--- src/rtl/framebuffer_reader_if.sv ---
// Framebuffer read port plus the x/y-tagged pixel stream built from it.
// master = scan engine side, slave = framebuffer memory and display side.
interface framebuffer_reader_if #(
  parameter int WIDTH = 16,
  parameter int H_RES = 160,
  parameter int V_RES = 120
);
  localparam int DEPTH      = H_RES * V_RES;
  localparam int ADDR_WIDTH = $clog2(DEPTH);
  localparam int XW         = $clog2(H_RES);
  localparam int YW         = $clog2(V_RES);

  logic [ADDR_WIDTH-1:0] addr_read;
  logic [WIDTH-1:0]      data_in;
  logic [WIDTH-1:0]      pixel_data;
  logic [XW-1:0]         pixel_x;
  logic [YW-1:0]         pixel_y;
  logic                  pixel_last;
  logic                  frame_last;
  logic                  pixel_valid;
  logic                  pixel_ready;

  modport master (
    output addr_read,
    input  data_in,
    output pixel_data, pixel_x, pixel_y, pixel_last, frame_last, pixel_valid,
    input  pixel_ready
  );

  modport slave (
    input  addr_read,
    output data_in,
    input  pixel_data, pixel_x, pixel_y, pixel_last, frame_last, pixel_valid,
    output pixel_ready
  );
endinterface

--- src/rtl/framebuffer_reader.sv ---
// Raster scan of the framebuffer read port into a tagged valid/ready pixel stream.
// First pixel 2 cycles after the scan starts, then 1/cycle; reads throttle so in-flight + buffered <= 2.
module framebuffer_reader #(
  parameter int WIDTH = 16,
  parameter int H_RES = 160,
  parameter int V_RES = 120
) (
  input  logic                 clk,
  input  logic                 rstn,
  input  logic                 start,
  input  logic                 buf_ready,
  output logic                 busy,
  output logic                 done,
  framebuffer_reader_if.master fb
);
  localparam int DEPTH      = H_RES * V_RES;
  localparam int ADDR_WIDTH = $clog2(DEPTH);
  localparam int XW         = $clog2(H_RES);
  localparam int YW         = $clog2(V_RES);

  localparam logic [ADDR_WIDTH-1:0] LAST_ADDR = ADDR_WIDTH'(DEPTH - 1);
  localparam logic [XW-1:0]         LAST_X    = XW'(H_RES - 1);
  localparam logic [YW-1:0]         LAST_Y    = YW'(V_RES - 1);

  typedef struct packed {
    logic [XW-1:0] x;
    logic [YW-1:0] y;
    logic          pix_last;
    logic          frm_last;
  } tag_t;

  typedef struct packed {
    logic [WIDTH-1:0] data;
    tag_t             tag;
  } pix_t;

  typedef enum logic [1:0] {IDLE, WAIT_READY, READING, DRAIN} state_t;

  state_t                state;
  logic [ADDR_WIDTH-1:0] rd_addr;
  logic [XW-1:0]         x_cnt;
  logic [YW-1:0]         y_cnt;
  logic                  inflight_vld;
  tag_t                  inflight_tag;
  pix_t                  fifo_mem [2];
  logic                  rd_ptr;
  logic                  wr_ptr;
  logic [1:0]            fifo_cnt;

  logic       pop;
  logic       issue;
  logic [1:0] occ_next;
  pix_t       head;

  assign head = fifo_mem[rd_ptr];
  assign pop  = (fifo_cnt != 2'd0) && fb.pixel_ready;
  // FIFO occupancy after this edge, counting the read whose data lands now
  assign occ_next = fifo_cnt + {1'b0, inflight_vld} - {1'b0, pop};
  assign issue    = (state == READING) && (occ_next < 2'd2);

  assign fb.addr_read   = rd_addr;
  assign fb.pixel_valid = (fifo_cnt != 2'd0);
  assign fb.pixel_data  = head.data;
  assign fb.pixel_x     = head.tag.x;
  assign fb.pixel_y     = head.tag.y;
  assign fb.pixel_last  = head.tag.pix_last;
  assign fb.frame_last  = head.tag.frm_last;

  always_ff @(posedge clk or negedge rstn) begin
    if (!rstn) begin
      state   <= IDLE;
      busy    <= 1'b0;
      done    <= 1'b0;
      rd_addr <= '0;
      x_cnt   <= '0;
      y_cnt   <= '0;
    end else begin
      done <= 1'b0;
      case (state)
        IDLE: begin
          if (start) begin
            state   <= WAIT_READY;
            busy    <= 1'b1;
            rd_addr <= '0;
          end
        end
        WAIT_READY: begin
          if (buf_ready) begin
            state   <= READING;
            rd_addr <= '0;
            x_cnt   <= '0;
            y_cnt   <= '0;
          end
        end
        READING: begin
          if (issue) begin
            if (rd_addr == LAST_ADDR) begin
              state <= DRAIN;
            end else begin
              rd_addr <= rd_addr + 1'b1;
            end
            if (x_cnt == LAST_X) begin
              x_cnt <= '0;
              y_cnt <= (y_cnt == LAST_Y) ? '0 : y_cnt + 1'b1;
            end else begin
              x_cnt <= x_cnt + 1'b1;
            end
          end
        end
        DRAIN: begin
          // Final pixel leaving an otherwise empty pipeline ends the frame
          if (pop && head.tag.frm_last && (fifo_cnt == 2'd1) && !inflight_vld) begin
            state <= IDLE;
            busy  <= 1'b0;
            done  <= 1'b1;
          end
        end
        default: state <= IDLE;
      endcase
    end
  end

  always_ff @(posedge clk or negedge rstn) begin
    if (!rstn) begin
      inflight_vld <= 1'b0;
      inflight_tag <= '0;
      fifo_mem[0]  <= '0;
      fifo_mem[1]  <= '0;
      rd_ptr       <= 1'b0;
      wr_ptr       <= 1'b0;
      fifo_cnt     <= 2'd0;
    end else begin
      inflight_vld <= issue;
      if (issue) begin
        inflight_tag <= '{x: x_cnt, y: y_cnt, pix_last: (x_cnt == LAST_X),
                          frm_last: (x_cnt == LAST_X) && (y_cnt == LAST_Y)};
      end
      if (inflight_vld) begin
        fifo_mem[wr_ptr] <= '{data: fb.data_in, tag: inflight_tag};
        wr_ptr           <= ~wr_ptr;
      end
      if (pop) begin
        rd_ptr <= ~rd_ptr;
      end
      fifo_cnt <= occ_next;
    end
  end
endmodule

--- src/flat_wrapper.sv ---
// flat-port wrapper written by rule: the top's interface ports become plain ports
module framebuffer_reader_flat 
#(
  parameter int WIDTH = 16,
  parameter int H_RES = 160,
  parameter int V_RES = 120
)
  (clk, rstn, start, buf_ready, busy, done, fb_addr_read, fb_data_in, fb_pixel_data, fb_pixel_x, fb_pixel_y, fb_pixel_last, fb_frame_last, fb_pixel_valid, fb_pixel_ready);
  framebuffer_reader_if #(.WIDTH(WIDTH), .H_RES(H_RES), .V_RES(V_RES)) fb_i ();
  input  logic clk;
  input  logic rstn;
  input  logic start;
  input  logic buf_ready;
  output logic busy;
  output logic done;
  output wire logic [$bits(fb_i.addr_read)-1:0] fb_addr_read;
  input wire logic [$bits(fb_i.data_in)-1:0] fb_data_in;
  output wire logic [$bits(fb_i.pixel_data)-1:0] fb_pixel_data;
  output wire logic [$bits(fb_i.pixel_x)-1:0] fb_pixel_x;
  output wire logic [$bits(fb_i.pixel_y)-1:0] fb_pixel_y;
  output wire logic [$bits(fb_i.pixel_last)-1:0] fb_pixel_last;
  output wire logic [$bits(fb_i.frame_last)-1:0] fb_frame_last;
  output wire logic [$bits(fb_i.pixel_valid)-1:0] fb_pixel_valid;
  input wire logic [$bits(fb_i.pixel_ready)-1:0] fb_pixel_ready;
  assign fb_addr_read = fb_i.addr_read;
  assign fb_i.data_in = fb_data_in;
  assign fb_pixel_data = fb_i.pixel_data;
  assign fb_pixel_x = fb_i.pixel_x;
  assign fb_pixel_y = fb_i.pixel_y;
  assign fb_pixel_last = fb_i.pixel_last;
  assign fb_frame_last = fb_i.frame_last;
  assign fb_pixel_valid = fb_i.pixel_valid;
  assign fb_i.pixel_ready = fb_pixel_ready;
  framebuffer_reader #(.WIDTH(WIDTH), .H_RES(H_RES), .V_RES(V_RES)) u_core (.clk(clk), .rstn(rstn), .start(start), .buf_ready(buf_ready), .busy(busy), .done(done), .fb(fb_i));
endmodule
--- config.mk ---
export PLATFORM = sky130hd
export DESIGN_NAME = framebuffer_reader_flat
export DESIGN_NICKNAME = d
export VERILOG_FILES = /design/src/rtl/framebuffer_reader_if.sv /design/src/rtl/framebuffer_reader.sv /design/src/flat_wrapper.sv
export SDC_FILE = /design/constraint.sdc
export NUM_CORES = 1
export LEC_CHECK = 0
export ABC_AREA = 0
export BUFFER_PORTS_ARGS = -buffer_cell sky130_fd_sc_hd__buf_2
export CELL_PAD_IN_SITES_DETAIL_PLACEMENT = 1
export CELL_PAD_IN_SITES_GLOBAL_PLACEMENT = 1
export CORE_UTILIZATION = 50
export CTS_CLUSTER_DIAMETER = 80
export DETAILED_ROUTE_END_ITERATION = 8
export PLACE_DENSITY_LB_ADDON = 0.1
export SLEW_MARGIN = 20
export SYNTH_ARGS = -nofsm -noshare
export SYNTH_HDL_FRONTEND = slang
export SYNTH_SLANG_ARGS = --single-unit
--- constraint.sdc ---
create_clock -name clk -period 6.9 [get_ports clk]
set_input_delay 0.69 -clock clk [delete_from_list [all_inputs] [get_ports clk]]
set_output_delay 0.69 -clock clk [all_outputs]
set_load 0.005 [all_outputs]
==> insert_results.sql, run 1 <==
INSERT INTO impl_metrics (metric_group, metric, value, unit) VALUES
('outcome', 'run_status', 'finished, violations left', ''),
('outcome', 'failing_checks', 'DRC', ''),
('yosys', 'post_synth.cell_area_avg', '12.25', 'um2'),
('sta', 'final-hold-violation-count', '0', ''),
('sta', 'setup_viol', '0', ''),
('yosys', 'edff_count_synth', '0', ''),
('hold_path', 'hp_class', 'in -> async', ''),
('routing', 'via_count', '4263', ''),
('place', 'placed_cells', '679', ''),
('routing', 'avgViaCountPerCell', '6.013', ''),
('run', 'maxCapViolations', '0', ''),
('setup_path', 'worst_ep_arrival_time', '3.36', 'ns'),
('setup_path', 'endpoint_kind', 'register', ''),
('sta', 'timing.clock.skew', '0.007592', 'ns'),
('finish', 'layout-area-overhead-vs-synth', '18.21', '%'),
('place', 'place.gp.congestion', '0.8152', ''),
('routing', 'detail_route.wirelength', '14160', 'um'),
('global_route', 'grt_ovf', '0', ''),
('setup_path', 'crit_type', 'reg -> reg', ''),
('finish', 'area_of_the_multi_input_gates', '0.002750', 'mm2'),
('yosys', 'top_flip_flop_cell_by_instance_count_after_synthesis', 'sky130_fd_sc_hd__dfrtp_1', ''),
('yosys', 'netlist_area', '0.005942', 'mm2'),
('place', 'port-buffer-count', '71', ''),
('sta', 'layout_worst_path_cycle_share', '0.4450', ''),
('clock_network', 'clkLatencyLatePin', '0.42', 'ns'),
('clock_network', 'clock_tree_from_tritoncts', 'done', ''),
('place', 'standard_cell_area_after_detailed_placement', '0.006417', 'mm2'),
('finish', 'count_of_antenna_diodes_in_the_layout', '0', ''),
('clock_network', 'postCtsHoldBufs', '0', ''),
('setup_path', 'cp-start-kind', 'register', ''),
('pwr', 'totalPowerFinal', '1661', 'uW'),
('finish', 'postLayoutCellArea', '0.007024', 'mm2'),
('finish', 'share_of_final_layout_standard_cells_stronger_than_drive_strength_1', '0.4099', ''),
('routing', 'drt_first_iter_violations', '164', ''),
('sta', 'rsz0062_at_grt', 'no', ''),
('yosys', 'synth.ff_latch_count', '122', ''),
('sta', 'finalSetupTns', '0', 'ns'),
('sta', 'final_period_minus_worst_setup_slack', '3.071', 'ns'),
('yosys', 'largest_cells_by_area_after_synthesis', 'sky130_fd_sc_hd__dfrtp_1, sky130_fd_sc_hd__mux2_2, sky130_fd_sc_hd__ha_1, sky130_fd_sc_hd__o31ai_1, sky130_fd_sc_hd__o21ai_0', ''),
('yosys', 'yosysWarnings', '0', ''),
('clock_network', 'postCtsResizedCells', '0', ''),
('sta', 'max_slew_margin', '0.3085', ''),
('sta', 'max_freq', '325.7', 'MHz'),
('global_route', 'first_global_vias', '4637', ''),
('global_route', 'grt_max_degree', '72', ''),
('place', 'dp_hpwl', '9100', 'um'),
('floorplan', 'die-area', '0.01232', 'mm2'),
('yosys', 'synth_commonest_cells', 'sky130_fd_sc_hd__dfrtp_1, sky130_fd_sc_hd__mux2_2, sky130_fd_sc_hd__nand2_1, sky130_fd_sc_hd__o21ai_0, sky130_fd_sc_hd__nand3_1', ''),
('setup_path', 'crit_path_max_fanout', '11', ''),
('pwr', 'p_leak', '0.003469', 'uW'),
('clock_network', 'clk_transition_reported_paths', '0.05', 'ns'),
('finish', 'seq_area', '0.003053', 'mm2'),
('floorplan', 'chipWidth', '111.0', 'um'),
('routing', 'drcViolationCount', '11', ''),
('global_route', 'antenna_found_initial', '0', ''),
('routing', 'wl_per_cell', '19.97', 'um'),
('global_route', 'grtUsageTotal', '0.2532', ''),
('yosys', 'post-synth-top-area-cell', 'sky130_fd_sc_hd__dfrtp_1', ''),
('setup_path', 'cp.required', '7.19', 'ns'),
('floorplan', 'die_h', '111.0', 'um'),
('sta', 'drv_slew', '0', ''),
('pwr', 'power.density', '236.4', 'mW/mm2'),
('clock_network', 'cts-root-buf', 'sky130_fd_sc_hd__clkbuf_16', ''),
('yosys', 'synth_cells', '485', ''),
('floorplan', 'standard_cell_rows', '39', ''),
('clock_network', 'tritoncts.num_buffers', '17', ''),
('routing', 'ant_nets', '0', ''),
('clock_network', 'cts_sinks', '122', ''),
('yosys', 'synth_sequential_area_ratio', '0.5138', ''),
('global_route', 'wire_length_of_the_first_global_routing_pass', '24240', 'um'),
('finish', 'num-nets-final', '585', '');
## registers in the layout, summed over array words and instances, names as in the netlist
| signal | count |
|---|---|
| u_core.fifo_mem | 66 |
| u_core.state | 2 |
| u_core.x_cnt | 8 |
| u_core.inflight_tag | 17 |
| u_core.inflight_vld | 1 |
| u_core.rd_ptr | 1 |
| u_core.fifo_cnt | 2 |
| u_core.fb.addr_read | 15 |
| u_core.wr_ptr | 1 |
| u_core.done | 1 |
| u_core.y_cnt | 7 |
| u_core.busy | 1 |
## power breakdown
| group | switching [uW] | internal (uW) |
|---|---|---|
| clock network | 312 | 599 |
| logic | 18.4 | 8.18 |
| registers | 2.19 | 721 |
## through the flow
step | utilization | hold slack (ns) | worst slack, ns
finish | 0.6100 | 0.3141 | 3.829
CTS | 0.6095 | 0.3367 | 3.710
global placement | 0.5573 | 0.4810 | 3.907
detailed placement | 0.5573 | 0.4895 | 3.721
global route | 0.6100 | 0.3605 | 3.712
floorplan | - | 0.3944 | 4.152
## layout by cell type, fill, tap and decap left out, drive strengths merged, types with 4 or more instances in the layout
cell	count
nor2b	5
nand2	23
mux2	116
nor3	7
ha	9
clkbuf	22
nand4	6
dfrtp	122
clkinv	4
nand3	17
mux2i	4
o21ai	18
nand2b	6
nor2	13
nand3b	8
inv	10
and3	10
buf	77
o31ai	15
a211o	6
a21oi	6
or3	6
and4	5
## area by class of cell
cell class / count / area share
flip-flops and latches: 122 / 0.4346
multi-input cells: 327 / 0.3915
clock buffers: 22 / 0.06893
repair buffers: 77 / 0.05736
well taps: 143 / 0.02547
clock inverters: 8 / 0.01674
inverters: 10 / 0.005344
## cell families after synthesis
logic type	Yosys count	synth area share
AND/OR/NAND/NOR	122	0.1173
flip-flops	122	0.5138
multiplexers	120	0.2266
AO/OA/AOI/OAI	72	0.09139
buffers and inverters	36	0.02611
adder cells (fa/ha/maj)	9	0.01895
XOR/XNOR	4	0.005897
## worst paths after layout
path | start | to | slack, ns | cells after the start
max in group asynchronous | rstn | u_core.fifo_mem[48] | 5.22 | 2
hold / removal | rstn | u_core.fifo_mem[27] | 0.31 | 1
setup / recovery | u_core.fifo_cnt[1] | u_core.y_cnt[3] | 3.83 | 9
setup reg to reg | u_core.fifo_cnt[1] | u_core.y_cnt[3] | 3.83 | 9
hold reg to reg | u_core.fifo_mem[13] | u_core.fifo_mem[13] | 0.50 | 1
min in group clk | u_core.fifo_mem[13] | u_core.fifo_mem[13] | 0.50 | 1
## worst max-delay path: stages, from the launching register on
cell and delay (ns):
sky130_fd_sc_hd__dfrtp_1 0.45, sky130_fd_sc_hd__or2_2 0.32, sky130_fd_sc_hd__nand2_1 0.13, sky130_fd_sc_hd__xnor2_1 0.09
sky130_fd_sc_hd__ha_1 0.27, sky130_fd_sc_hd__or4b_4 0.58, sky130_fd_sc_hd__a2111oi_4 0.21, sky130_fd_sc_hd__a211oi_2 0.17
sky130_fd_sc_hd__or2_4 0.34, sky130_fd_sc_hd__o41ai_2 0.39
## routing by layer
metal  share of wire  global-route usage  vias to the layer above
li1                -                   -                     1932
met1            0.42              0.3069                     2223
met2            0.52              0.4356                       88
met3           0.036             0.06288                       20
met4           0.017             0.09640                        0
met5               0                   0                        -
(Power assumes the default switching activity.)
==> run 2: changes to the inputs <==
CORE_UTILIZATION = 43   (was 50)
clock period = 2.7 ns   (was 6.9 ns; I/O delays follow)
==> run 2 against run 1 <==
- the run now ends clean
- first-iteration DRC count unchanged
- core utilization shrank 6.5 points
- critical endpoint unchanged
- largest cell class unchanged
- worst setup slack lost 3.6 ns
==> insert_results.sql, run 2 (synthesized netlist as in run 1, its figures left out) <==
INSERT INTO impl_metrics (metric_group, metric, value, unit) VALUES
('outcome', 'run_status', 'finished, final reports clean', ''),
('finish', 'count_of_antenna_diodes_in_the_layout', '0', ''),
('clock_network', 'cts.htree.levels', '4', ''),
('pwr', 'p_leak', '0.003571', 'uW'),
('floorplan', 'chipWidth', '119.6', 'um'),
('routing', 'detail_route.wirelength', '13950', 'um'),
('setup_path', 'crit_type', 'reg -> reg', ''),
('pwr', 'irDropWorstVdd', '438.2', 'uV'),
('setup_path', 'worst_ep_arrival_time', '2.83', 'ns'),
('sta', 'hold_ws', '0.1006', 'ns'),
('sta', 'max_slew_margin', '0.4181', ''),
('floorplan', 'initial_utilization', '0.4452', ''),
('hold_path', 'hp_class', 'in -> reg', ''),
('finish', 'postLayoutCellArea', '0.007268', 'mm2'),
('clock_network', 'tritoncts.num_buffers', '17', ''),
('setup_path', 'critical-path-top-delay-family', 'simple AND/OR/NAND/NOR gates', ''),
('finish', 'largest_register_ffs', '66', ''),
('routing', 'avgViaCountPerCell', '5.565', ''),
('routing', 'drt_pre_antenna_iters', '4', ''),
('hold_path', 'min-delay-start', 'fb_data_in[8]', ''),
('place', 'placed_cells', '733', ''),
('routing', 'drcViolationCount', '0', ''),
('setup_path', 'r2r_start', 'u_core.fifo_cnt[0]', ''),
('global_route', 'first_global_vias', '4578', ''),
('setup_path', 'cp-start-kind', 'register', ''),
('floorplan', 'standard_cell_rows', '42', ''),
('global_route', 'antenna_found_initial', '0', ''),
('finish', 'filler_cell_count', '1388', ''),
('finish', 'num-nets-final', '609', ''),
('place', 'dp_hpwl', '9595', 'um'),
('floorplan', 'die-area', '0.01429', 'mm2'),
('setup_path', 'crit_path_max_fanout', '6', ''),
('sta', 'final-hold-violation-count', '0', ''),
('finish', 'area_of_the_multi_input_gates', '0.002778', 'mm2'),
('setup_path', 'cp.required', '3.02', 'ns'),
('setup_path', 'endpoint_kind', 'register', ''),
('floorplan', 'core_area', '0.01335', 'mm2'),
('floorplan', 'die_h', '119.6', 'um'),
('clock_network', 'clk_transition_reported_paths', '0.05', 'ns'),
('clock_network', 'cts-root-to-sink-buffers', '2', ''),
('setup_path', 'timing.critical_path.slowest_stage_cell', 'sky130_fd_sc_hd__or4b_4', ''),
('place', 'standard_cell_area_after_detailed_placement', '0.006634', 'mm2'),
('global_route', 'grtUsageTotal', '0.2126', ''),
('finish', 'most_frequent_standard_cell_in_the_layout_excluding_fill_and_tap_cells', 'sky130_fd_sc_hd__dfrtp_1', ''),
('global_route', 'grt_ovf', '0', ''),
('clock_network', 'cts_sinks', '122', ''),
('sta', 'max_freq', '398.2', 'MHz'),
('setup_path', 'beginning_of_the_critical_path', 'u_core.fifo_cnt[0]', ''),
('global_route', 'grt_max_degree', '44', ''),
('sta', 'timing.clock.skew', '0.007147', 'ns'),
('routing', 'via_count', '4257', ''),
('setup_path', 'critical_path_max_stage_delay', '0.50', 'ns'),
('finish', 'seq_area', '0.003053', 'mm2'),
('pwr', 'power.density', '574.6', 'mW/mm2'),
('setup_path', 'critical_path_buf_inv_count', '0', ''),
('routing', 'wl_per_cell', '18.24', 'um'),
('clock_network', 'cts-root-buf', 'sky130_fd_sc_hd__clkbuf_16', ''),
('place', 'place.gp.congestion', '0.8045', ''),
('sta', 'worstMarginPinSlew', '0.8654', 'ns'),
('floorplan', 'io_pins', '72', ''),
('sta', 'final_period_minus_worst_setup_slack', '2.511', 'ns'),
('sta', 'setup_viol', '0', ''),
('setup_path', 'crit_chain', 'or2_4 > nand2_2 > xnor2_1 > ha_2 > or4b_4 > a2111oi_4 > a211oi_4 > or2_4 > o41ai_2', ''),
('finish', 'share_of_final_layout_standard_cells_stronger_than_drive_strength_1', '0.4380', ''),
('sta', 'drv_slew', '0', ''),
('clock_network', 'clock_tree_from_tritoncts', 'done', ''),
('setup_path', 'path_common_cell', 'sky130_fd_sc_hd__or2_4', ''),
('global_route', 'wire_length_of_the_first_global_routing_pass', '23600', 'um'),
('finish', 'post_route_utilization', '0.5445', ''),
('routing', 'ant_nets', '0', ''),
('finish', 'layout-area-overhead-vs-synth', '22.32', '%'),
('finish', 'final_cell_mix', 'sky130_fd_sc_hd__dfrtp_1, sky130_fd_sc_hd__mux2_2, sky130_fd_sc_hd__buf_2', ''),
('run', 'maxCapViolations', '0', ''),
('finish', 'non_filler_cells_final', '765', ''),
('sta', 'finalSetupTns', '0', 'ns'),
('routing', 'drt_first_iter_violations', '164', ''),
('finish', 'registers.top_by_ff_count', 'u_core.fifo_mem', ''),
('sta', 'layout_worst_path_cycle_share', '0.9301', ''),
('place', 'port-buffer-count', '71', ''),
('clock_network', 'clkLatencyLatePin', '0.42', 'ns');
## run 2: per-layer routing
layer | wire [um] | share of wire | track usage | up-vias
met5 | 0 | 0 | 0 | -
met4 | 171 | 0.012 | 0.07109 | 0
met3 | 520 | 0.037 | 0.05846 | 16
met2 | 7041 | 0.50 | 0.3559 | 76
met1 | 6221 | 0.45 | 0.2643 | 2183
li1 | - | - | - | 1982
## run 2: power by group
group          internal (uW)  switching (uW)  leakage, uW
Combinational           25.9            49.0      0.00168
Sequential              1840            5.62      0.00161
Clock                   1480             775     0.000285
Total                   3350             830      0.00357
## run 2: repair_timing
action                                 CTS  global route
hold buffers                             1             0
pin swaps                                7             1
gates resized for setup                  3             3
endpoints found under the hold margin   35             0
buffers inserted                         2             0
setup endpoints to repair                6            17
## run 2: area by class of cell
cell class	instances	share of cell area
flip-flops and latches	122	0.4200
multi-input cells	327	0.3822
repair buffers	101	0.08229
clock buffers	21	0.06335
well taps	176	0.03030
clock inverters	8	0.01670
inverters	10	0.005164
## run 2: path summary, 6_finish.rpt
check	to	slack [ns]	depth (start not counted)
setup / recovery	u_core.y_cnt[3]	0.19	9
hold / removal	u_core.fifo_mem[25]	0.10	2
setup reg to reg	u_core.y_cnt[3]	0.19	9
hold reg to reg	u_core.fifo_mem[12]	0.50	1
max in group asynchronous	u_core.fifo_mem[5]	1.63	3
min in group asynchronous	u_core.fifo_mem[63]	0.36	2
## run 2: per-stage QoR
step | worst slack (ns) | power (uW)
floorplan | 0.01105 | 1890
global placement | -0.04393 | 1951
detailed placement | -0.09425 | 1957
CTS | 0.04041 | 4235
global route | -0.003819 | 4321
finish | 0.1887 | 4176
